**config.mk**
```make
export PLATFORM = sky130hd
export DESIGN_NAME = operand_fetch
export DESIGN_NICKNAME = d
export VERILOG_FILES = /design/src/rtl/operand_fetch.sv
export SDC_FILE = /design/constraint.sdc
export NUM_CORES = 1
export LEC_CHECK = 0
export BUFFER_PORTS_ARGS = -buffer_cell sky130_fd_sc_hd__buf_4
export CORE_MARGIN = 1
export CORE_UTILIZATION = 55
export DETAILED_ROUTE_END_ITERATION = 6
export GPL_ROUTABILITY_DRIVEN = 0
export PLACE_DENSITY = 0.74
export SYNTH_ARGS = -nofsm -noshare
export SYNTH_HDL_FRONTEND = slang
export SYNTH_SLANG_ARGS = --single-unit
```
**constraint.sdc**
```tcl
create_clock -name clock -period 17 [get_ports clock]
set_clock_uncertainty 0.1 [all_clocks]
set_input_delay 1.7 -clock clock [delete_from_list [all_inputs] [get_ports clock]]
set_output_delay 1.7 -clock clock [all_outputs]
set_load 0.005 [all_outputs]
```
**src/rtl/operand_fetch.sv**
```systemverilog
// Decode/operand-fetch stage feeding the 8-bit ALU, with a per-register scoreboard for in-flight writes.
// Optional feature: define WB_BYPASS_EN to forward writeback data and clear its hazard in the same cycle.
module operand_fetch #(
  parameter int DW    = 8,
  parameter int NREGS = 16
) (
  input  logic                     clock,
  input  logic                     reset,
  input  logic [15:0]              inst,
  input  logic                     inst_valid,
  output logic                     inst_ready,
  input  logic                     wb_en,
  input  logic [$clog2(NREGS)-1:0] wb_addr,
  input  logic [DW-1:0]            wb_data,
  output logic [7:0]               opcode,
  output logic [DW-1:0]            rdataA,
  output logic [DW-1:0]            rdataB,
  output logic                     issue_valid,
  output logic                     issue_wen,
  output logic [$clog2(NREGS)-1:0] issue_dest,
  output logic                     illegal
);

  localparam int AW = $clog2(NREGS);

  logic [DW-1:0]    regs_q [NREGS];
  logic [DW-1:0]    regs_d [NREGS];
  logic [NREGS-1:0] pend_q, pend_d;

  logic [7:0]    opcode_q, opcode_d;
  logic [DW-1:0] rdata_a_q, rdata_a_d;
  logic [DW-1:0] rdata_b_q, rdata_b_d;
  logic          issue_valid_q, issue_valid_d;
  logic          issue_wen_q, issue_wen_d;
  logic [AW-1:0] issue_dest_q, issue_dest_d;
  logic          illegal_q, illegal_d;

  logic [3:0]    hi_s, ext_s;
  logic [AW-1:0] rd_s, rs_s;
  logic [DW-1:0] rd_val_s, rs_val_s;
  logic [NREGS-1:0] pend_eff_s;
  logic          legal_s, rd_use_s, rs_use_s, wen_s, hazard_s, accept_s;
  logic [7:0]    op_s;
  logic [DW-1:0] a_s, b_s;

  function automatic logic in_imm_set(input logic [3:0] n);
    case (n)
      4'h1, 4'h2, 4'h3, 4'h5, 4'h6, 4'h9, 4'hB, 4'hD: return 1'b1;
      default: return 1'b0;
    endcase
  endfunction

  assign hi_s  = inst[15:12];
  assign rd_s  = inst[11:8];
  assign ext_s = inst[7:4];
  assign rs_s  = inst[3:0];

  // Register-file read ports and the pending view used by the hazard check
  always_comb begin
`ifdef WB_BYPASS_EN
    rd_val_s   = (wb_en && (wb_addr == rd_s)) ? wb_data : regs_q[rd_s];
    rs_val_s   = (wb_en && (wb_addr == rs_s)) ? wb_data : regs_q[rs_s];
    pend_eff_s = pend_q;
    if (wb_en) begin
      pend_eff_s[wb_addr] = 1'b0;
    end else begin
      pend_eff_s = pend_q;
    end
`else
    rd_val_s   = regs_q[rd_s];
    rs_val_s   = regs_q[rs_s];
    pend_eff_s = pend_q;
`endif
  end

  // Instruction decode: operand selection, register usage and write intent
  always_comb begin
    legal_s  = 1'b0;
    rd_use_s = 1'b0;
    rs_use_s = 1'b0;
    wen_s    = 1'b0;
    op_s     = 8'h00;
    a_s      = '0;
    b_s      = '0;
    case (hi_s)
      4'h0: begin
        if (in_imm_set(ext_s)) begin
          legal_s  = 1'b1;
          op_s     = {4'h0, ext_s};
          a_s      = rd_val_s;
          b_s      = rs_val_s;
          rd_use_s = 1'b1;
          rs_use_s = 1'b1;
          wen_s    = (ext_s != 4'hB);
        end else begin
          legal_s  = 1'b0;
        end
      end
      4'h8: begin
        legal_s  = 1'b1;
        op_s     = {4'h8, ext_s};
        a_s      = rd_val_s;
        rd_use_s = 1'b1;
        wen_s    = 1'b1;
        if (ext_s == 4'h4) begin
          b_s      = rs_val_s;
          rs_use_s = 1'b1;
        end else begin
          b_s      = '0;
          rs_use_s = 1'b0;
        end
      end
      4'hF: begin
        legal_s = 1'b1;
        op_s    = 8'hF0;
        b_s     = DW'(inst[7:0]);
        wen_s   = 1'b1;
      end
      default: begin
        if (in_imm_set(hi_s)) begin
          legal_s  = 1'b1;
          op_s     = {4'h0, hi_s};
          a_s      = rd_val_s;
          b_s      = DW'(inst[7:0]);
          rd_use_s = 1'b1;
          wen_s    = (hi_s != 4'hB);
        end else begin
          legal_s  = 1'b0;
        end
      end
    endcase
  end

  // The destination counts as a dependency too, so writes retire in order per register
  assign hazard_s   = ((rd_use_s | wen_s) & pend_eff_s[rd_s]) | (rs_use_s & pend_eff_s[rs_s]);
  assign accept_s   = inst_valid & ~hazard_s;
  assign inst_ready = ~(inst_valid & hazard_s);

  // Next state: scoreboard (set beats clear), register array and issue bundle
  always_comb begin
    pend_d = pend_q;
    regs_d = regs_q;
    if (wb_en) begin
      pend_d[wb_addr] = 1'b0;
      regs_d[wb_addr] = wb_data;
    end else begin
      pend_d = pend_q;
    end
    if (accept_s && legal_s && wen_s) begin
      pend_d[rd_s] = 1'b1;
    end else begin
      pend_d = pend_d;
    end

    opcode_d      = 8'h00;
    rdata_a_d     = '0;
    rdata_b_d     = '0;
    issue_valid_d = 1'b0;
    issue_wen_d   = 1'b0;
    issue_dest_d  = '0;
    illegal_d     = 1'b0;
    if (accept_s && legal_s) begin
      opcode_d      = op_s;
      rdata_a_d     = a_s;
      rdata_b_d     = b_s;
      issue_valid_d = 1'b1;
      issue_wen_d   = wen_s;
      issue_dest_d  = rd_s;
    end else if (accept_s) begin
      illegal_d     = 1'b1;
    end else begin
      illegal_d     = 1'b0;
    end
  end

  // State registers
  always_ff @(posedge clock or posedge reset) begin
    if (reset) begin
      for (int i = 0; i < NREGS; i++) begin
        regs_q[i] <= '0;
      end
      pend_q        <= '0;
      opcode_q      <= 8'h00;
      rdata_a_q     <= '0;
      rdata_b_q     <= '0;
      issue_valid_q <= 1'b0;
      issue_wen_q   <= 1'b0;
      issue_dest_q  <= '0;
      illegal_q     <= 1'b0;
    end else begin
      regs_q        <= regs_d;
      pend_q        <= pend_d;
      opcode_q      <= opcode_d;
      rdata_a_q     <= rdata_a_d;
      rdata_b_q     <= rdata_b_d;
      issue_valid_q <= issue_valid_d;
      issue_wen_q   <= issue_wen_d;
      issue_dest_q  <= issue_dest_d;
      illegal_q     <= illegal_d;
    end
  end

  assign opcode      = opcode_q;
  assign rdataA      = rdata_a_q;
  assign rdataB      = rdata_b_q;
  assign issue_valid = issue_valid_q;
  assign issue_wen   = issue_wen_q;
  assign issue_dest  = issue_dest_q;
  assign illegal     = illegal_q;

endmodule
```
==> metrics, run 1 <==
initial antenna violation count=0; Reg2Reg Launch Point=pend_eff_s[1]; HP Class=reg -> reg; CTS Buf Count=17; io pins=64; Switching Fraction=0.259; Max IR drop VDD=0.0764 mV; placeable core area=16100 sq um; Fin. Hold Viols=0; Crit Path Category=in -> out; Main synth FF type=dfrtp_1; gr ovfl total=0; post-DP HPWL=13.9 mm; unrepaired setup endpoints after global routing=false; post-synth top area cell=dfrtp_1; reg2reg setup slack=14.53 ns; top cells by area, synth=dfrtp_1 (47%), mux4_2 (22%), mux2_2 (16%); wire per inst=24.8 microns; starting density of the core=0.570; worst reg-to-reg path cell count=6; via count=5841; CP Data Required Time=15.20 ns; Slew Limit Fails=0; Post-DRT Antenna Nets=0; net switching power=0.320 mW; drt pass-1 iters=5; dpl cell area=9700 sq um; die area=17200 sq um; Sink Count=173; Worst-Margin Slew=1.28 ns; Max Cap Viol=0; Hold Crit Endpoint=pend_eff_s[10]; power per cell area=120 nW/um^2; Tot GR Track Use=0.286; Unique masters post-synth=45; Post-CTS Setup Inserts=0; Die W=131 microns; WP data arrival=3.64 ns; TritonCTS clock tree=yes; Clock power frac=0.334; PortBufs=63; syn_nets=671; post-route cell area=10300 sq um; status=completed; Synth Instances=633; Post-synth EDFFs=0; # rows=46; share of power burned in registers=0.451; sequential area share after synthesis=0.473; endpoint type of the worst setup path=primary output; vias in the first global route=6172; asr flop ratio synth=1.00; share of cells above drive strength 1=0.477; Setup-failing EPs final=0; ANT cells=0; CP Launch Type=input port; Hold Path Cell Cnt=2; fin crit period=5.44 ns; Comb power frac=0.215; relative slew slack=0.141; final core utilization=0.644; fin nets=712; Layout fillers=1140; hold path startpoint=pend_eff_s[10]; TNS Setup=0 ns; Yosys Warn Count=0; Post-Syn Area=9160 sq um; Max Clock Freq=184 MHz; worst-skew pair later-pin latency=0.43 ns; Reg clk slew, reported paths=0.06 ns; deepest clock path buffer count=2; pin count of the biggest net entering global routing=98; commonest non-fill, non-tap cell in the layout=dfrtp_1; FF+latch count, synth=173; 1st-iter DRT viols=620; Int Power=0.916 mW; CTS Root Cell=clkbuf_16; first-pass GRT wire length=35.0 mm; commonest non-fill, non-tap cells in the layout=dfrtp_1 (173), mux2_2 (129), mux4_2 (88), buf_4 (67), nor2_1 (36); Syn Area/Cell=14.5 sq um; vias per cell=6.48; Hold-fix buffers, CTS=0; DRC Markers=0; WL final=22.4 mm; final worst-path cycle share=0.320; Resized Gates After CTS=0; Area Growth Syn to Fin=12.9%; LEAKAGE=4.38 nW; Crit Path Max Fanout=37; Reg2Reg Capture Point=pend_eff_s[5]; die height=131 microns; H-tree depth=4; Yosys top cell area share=0.473
-- layer usage --
metal,global-route usage,share of wire
met5,0,0
met4,0.127,0.033
met3,0.0578,0.066
met2,0.487,0.51
met1,0.354,0.39
-- synth_stat cells (2+ instances only) --
master    instances
buf_2            12
nand3_1          11
mux2i_1           3
nand2_1          30
buf_4             7
buf_1             2
mux2_2          129
and3_1            2
inv_2             2
o31ai_1           9
o32ai_1           4
nor2_1           36
inv_1            25
clkbuf_1         21
buf_6             3
o32ai_2           3
a211oi_1          8
nor3_1            2
mux4_2           88
nor2b_1          10
o21ai_0           6
nor3_2            2
a31oi_1           2
ha_1              6
a21oi_1           6
and2_1            2
a22oi_1           9
dfrtp_1         173
nor3b_1           2
nand2b_1          3
-- per-stage QoR --
stage	hold slack (ns)	setup WS (ns)	total power, mW	instances
2_1_floorplan	0.360	10.51	0.753	633
3_5_place_dp	0.396	11.57	0.827	871
4_1_cts	0.410	11.56	1.24	902
5_1_grt	0.446	11.42	1.29	902
6_report	0.423	11.57	1.24	902
3_3_place_gp	0.382	11.61	0.807	871
-- layout make-up --
class / instances / area, sq um / area share
Timing Repair Buffer: 67 / 503 / 0.0487
Multi-Input combinational cell: 388 / 4490 / 0.435
Inverter: 27 / 106 / 0.0103
Sequential cell: 173 / 4330 / 0.419
Tap cell: 216 / 270 / 0.0261
Clock buffer: 21 / 470 / 0.0455
Clock inverter: 10 / 163 / 0.0157
-- worst max-delay path, cell delays in order --
cell,delay [ns]
buf_4,0.56
mux4_2,0.59
mux2i_1,0.16
mux2_2,0.22
nor2_1,0.05
o21ai_0,0.20
buf_4,0.14
-- logic make-up (layout without fill, tap and decap cells) --
| logic type | Yosys count | count (layout) | synth area share |
|---|---|---|---|
| multiplexers | 220 | 220 | 0.378 |
| flip-flops | 173 | 173 | 0.473 |
| AND/OR/NAND/NOR | 106 | 106 | 0.0557 |
| buffers and inverters | 72 | 125 | 0.0365 |
| AO/OA/AOI/OAI | 56 | 56 | 0.0485 |
| adder cells (fa/ha/maj) | 6 | 6 | 0.00820 |
-- power groups by stage --
stage | clock network [mW] | logic (mW) | registers, mW
finish | 0.413 | 0.265 | 0.558
detailed placement | 0 | 0.265 | 0.562
global placement | 0 | 0.255 | 0.552
global route | 0.434 | 0.284 | 0.568
floorplan | 0 | 0.213 | 0.539
CTS | 0.417 | 0.267 | 0.556
-- worst max path at each step --
stage / startpoint / endpoint / depth (start not counted)
2_1_floorplan: reset / illegal / 1
3_3_place_gp: inst[0] / inst_ready / 7
3_5_place_dp: inst[0] / inst_ready / 7
4_1_cts: inst[0] / inst_ready / 7
5_1_grt: inst[0] / inst_ready / 7
6_report: inst[0] / inst_ready / 7
-- flip-flops by register name, summed over array words and instances, names as in the netlist --
signal,cells
illegal,1
issue_dest,4
issue_valid,1
issue_wen,1
opcode,6
pend_eff_s,16
rdataA,8
rdataB,8
regs_q,128
Power figures use the tool's default switching activity.
==> run 2, diff against run 1 <==
Settings changed: PLACE_DENSITY 0.74 to 0.77.
Clock period 17 ns to 5 ns, I/O delays scaled along.
==> metrics, run 2 (synthesis results as in run 1) <==
CP Data Required Time=4.40 ns; die height=131 microns; Setup-failing EPs final=0; vias per cell=6.61; starting density of the core=0.570; final worst-path cycle share=0.606; Tot GR Track Use=0.288; WL final=22.3 mm; H-tree depth=4; relative slew slack=0.124; share of cells above drive strength 1=0.476; Setup WS post-layout=1.97 ns; # rows=46; hold slack=0.196 ns; CTS Buf Count=17; Hold-fix buffers, CTS=0; PortBufs=63; DP Cell Count=871; initial antenna violation count=0; 1st-iter DRT viols=689; commonest non-fill, non-tap cell in the layout=dfrtp_1; delay-heaviest family, CP=buffers and inverters; Reg clk slew, reported paths=0.06 ns; WP data arrival=2.43 ns; Area Growth Syn to Fin=11.9%; drt pass-1 iters=5; CP Launch Type=input port; Sequential Area=4330 sq um; reg2reg setup slack=2.56 ns; endpoint type of the worst setup path=primary output; die area=17200 sq um; Post-DRT Antenna Nets=0; multi-input logic area=4490 sq um; fin crit period=3.03 ns; CP Buf/Inv Count=2; gr ovfl total=0; Crit Path Category=in -> out; fin nets=712; pin count of the biggest net entering global routing=174; Die W=131 microns; Max Cap Viol=0; Slew Limit Fails=0; Worst-Margin Slew=1.31 ns; commonest non-fill, non-tap cells in the layout=dfrtp_1 (173), mux2_2 (129), mux4_2 (88), buf_4 (66), nor2_1 (36); Design Power=4.01 mW; Post-CTS Setup Inserts=0; status=completed; Sink Count=173; final std cells w/o fill=903; vias in the first global route=6293; deepest clock path buffer count=2; Resized Gates After CTS=0; TNS Setup=0 ns; HP Class=in -> reg; via count=5967; pre-CTS setup slack=1.75 ns; final core utilization=0.638; Crit Path Max Fanout=43; slowest CP cell=mux4_2; post-DP HPWL=13.7 mm; wire per inst=24.7 microns; power per cell area=391 nW/um^2; Max Clock Freq=330 MHz; Max IR drop VDD=0.292 mV; first-pass GRT wire length=35.4 mm; CTS Root Cell=clkbuf_16; DRC Markers=0; dpl cell area=9710 sq um; CP peak stage delay=0.59 ns; Fin. Hold Viols=0; post-route cell area=10200 sq um; placeable core area=16100 sq um; ANT cells=0; worst-skew pair later-pin latency=0.44 ns; crit path cell chain=buf_4 > mux4_2 > a22oi_1 > and3_2 > nor2_1 > o21ai_0 > buf_4; TritonCTS clock tree=yes; io pins=64; LEAKAGE=4.34 nW; unrepaired setup endpoints after global routing=false; max reg flops=128; Layout fillers=1136; Top cell by count, worst path=buf_4; Most flops, register=regs_q
run 2: path summary, 6_finish.rpt:
kind,startpoint,endpoint,cells after the start
max reg2reg,pend_eff_s[10],pend_eff_s[6],5
max in group asynchronous,reset,regs_q[96],3
min,inst_valid,illegal,2
max,inst[9],inst_ready,7
min reg2reg,pend_eff_s[2],pend_eff_s[2],2
min in group asynchronous,reset,regs_q[117],3
run 2: final cells by class:
type | count | area share
Tap cell | 216 | 0.0264
Multi-Input combinational cell | 388 | 0.439
Inverter | 27 | 0.0103
Clock buffer | 21 | 0.0449
Timing Repair Buffer | 67 | 0.0503
Clock inverter | 11 | 0.00684
Sequential cell | 173 | 0.423
run 2: metal layers:
metal / GRT usage / wire length [microns] / vias up
met4: 0.139 / 827 / 0
met2: 0.465 / 11000 / 318
met5: 0 / 0 / -
met1: 0.374 / 8760 / 3090
li1: - / - / 2487
met3: 0.0615 / 1720 / 72
run 2: where the power goes:
group	internal, mW	switching [mW]	total, mW
combinational	0.558	0.352	0.910
sequential	1.68	0.209	1.89
clock	0.656	0.549	1.20
total	2.90	1.11	4.01
==> run 3, diff against run 2 <==
Settings changed: PLACE_DENSITY 0.77 to 0.74.
Clock period 5 ns to 3.1 ns, I/O delays scaled along.
==> metrics, run 3 (synthesis results as in run 1) <==
status=complete, but fails checks; violated checks=negative hold slack; Tot GR Track Use=0.295; Resized Gates After CTS=0; starting density of the core=0.570; hold slack=-0.0621 ns; Reg2Reg Capture Point=pend_eff_s[15]; 1st-iter DRT viols=567; crit path cell chain=buf_4 > inv_1 > ha_1 > nor2b_1 > a2111oi_1 > o21ai_1 > o211ai_4 > o31ai_1; initial antenna violation count=0; commonest non-fill, non-tap cell in the layout=dfrtp_1; WL final=23.2 mm; die area=17200 sq um; pin count of the biggest net entering global routing=174; unrepaired setup endpoints after global routing=false; post-DP HPWL=14.6 mm; CTS Root Cell=clkbuf_16; Setup WS post-layout=0.505 ns; Int Power=5.07 mW; Area Growth Syn to Fin=14.2%; Reg clk slew, reported paths=0.06 ns; Setup-failing EPs final=0; Post-CTS Setup Inserts=0; DP Cell Count=886; Worst-Margin Slew=1.21 ns; Clock power frac=0.334; Die W=131 microns; HP Class=in -> async; TritonCTS clock tree=yes; Crit Path Category=in -> reg; Post-DRT Antenna Nets=0; deepest clock path buffer count=2; CP Data Required Time=3.24 ns; io pins=64; LEAKAGE=4.46 nW; placeable core area=16100 sq um; Most flops, register=regs_q; via count=6045; Max Cap Viol=0; CP Launch Type=input port; dpl cell area=9840 sq um; Sink Count=173; delay-heaviest family, CP=compound AO/OA/AOI/OAI gates; Hold-fix buffers, CTS=0; reg2reg setup slack=0.54 ns; H-tree depth=4; worst reg-to-reg path cell count=5; WP data arrival=2.74 ns; final worst-path cycle share=0.837; TNS Setup=0 ns; final std cells w/o fill=916; PortBufs=63; power per cell area=652 nW/um^2; worst-skew pair later-pin latency=0.42 ns; Slew Limit Fails=0; Design Power=6.82 mW; relative slew slack=0.187; # rows=46; slowest CP cell=o211ai_4; pre-CTS setup slack=0.112 ns; final core utilization=0.651; DRC Markers=0; vias in the first global route=6152; CP peak stage delay=0.99 ns; Reg2Reg Launch Point=pend_eff_s[12]; commonest non-fill, non-tap cells in the layout=dfrtp_1 (173), mux2_2 (129), mux4_2 (88), buf_4 (80), nor2_1 (36); CP Buf/Inv Count=2; share of power burned in registers=0.447; Max Clock Freq=385 MHz; Fin. Hold Viols=16; Comb power frac=0.219; Switching Fraction=0.256; first-pass GRT wire length=35.9 mm; Crit Path Max Fanout=44; post-route cell area=10500 sq um; max reg flops=128; die height=131 microns; vias per cell=6.60; net switching power=1.75 mW; drt pass-1 iters=5; Max IR drop VDD=0.415 mV; fin nets=727; wire per inst=25.4 microns; share of cells above drive strength 1=0.483; ANT cells=0; endpoint type of the worst setup path=flip-flop; gr ovfl total=0; fin crit period=2.60 ns; CTS Buf Count=17
## run 3: how the worst max path moves through the flow
stage              startpoint        endpoint  slack [ns]  depth (start not counted)
3_5_place_dp          inst[4]   pend_eff_s[3]        0.11                          8
4_1_cts        pend_eff_s[15]      inst_ready        0.56                          6
3_3_place_gp          inst[4]   pend_eff_s[3]        0.20                          8
5_1_grt               inst[4]   pend_eff_s[3]        0.33                          8
2_1_floorplan           reset         illegal        0.48                          1
6_report              inst[4]  pend_eff_s[15]        0.50                          8
## run 3: power groups by stage
stage	combinational, mW	sequential [mW]	clock [mW]
3_5_place_dp	1.48	3.07	0
5_1_grt	1.60	3.10	2.39
2_1_floorplan	1.17	2.96	0
3_3_place_gp	1.43	3.01	0
6_report	1.49	3.05	2.28
4_1_cts	1.50	3.03	2.30
## run 3: worst reg2reg max path, stage by stage, from the launching register on
cell      delay, ns
dfrtp_1        0.39
mux4_2         0.27
mux2i_1        0.09
mux2_2         0.32
o211ai_4       0.94
o31ai_1        0.26
## run 3: cell type report
type | count | area [sq um]
fillers | 1127 | 5600
multi-input cells | 388 | 4490
repair buffers | 82 | 641
clock buffers | 22 | 454
flip-flops and latches | 173 | 4330
clock inverters | 8 | 165
well taps | 216 | 270
inverters | 27 | 105
## run 3: per-layer routing
metal	part of all wire	GRT usage	wire (microns)	vias to the layer above
li1	-	-	-	2518
met1	0.41	0.403	9440	3178
met2	0.49	0.470	11400	297
met3	0.071	0.0533	1660	52
met4	0.030	0.122	690	0
met5	0	0	0	-
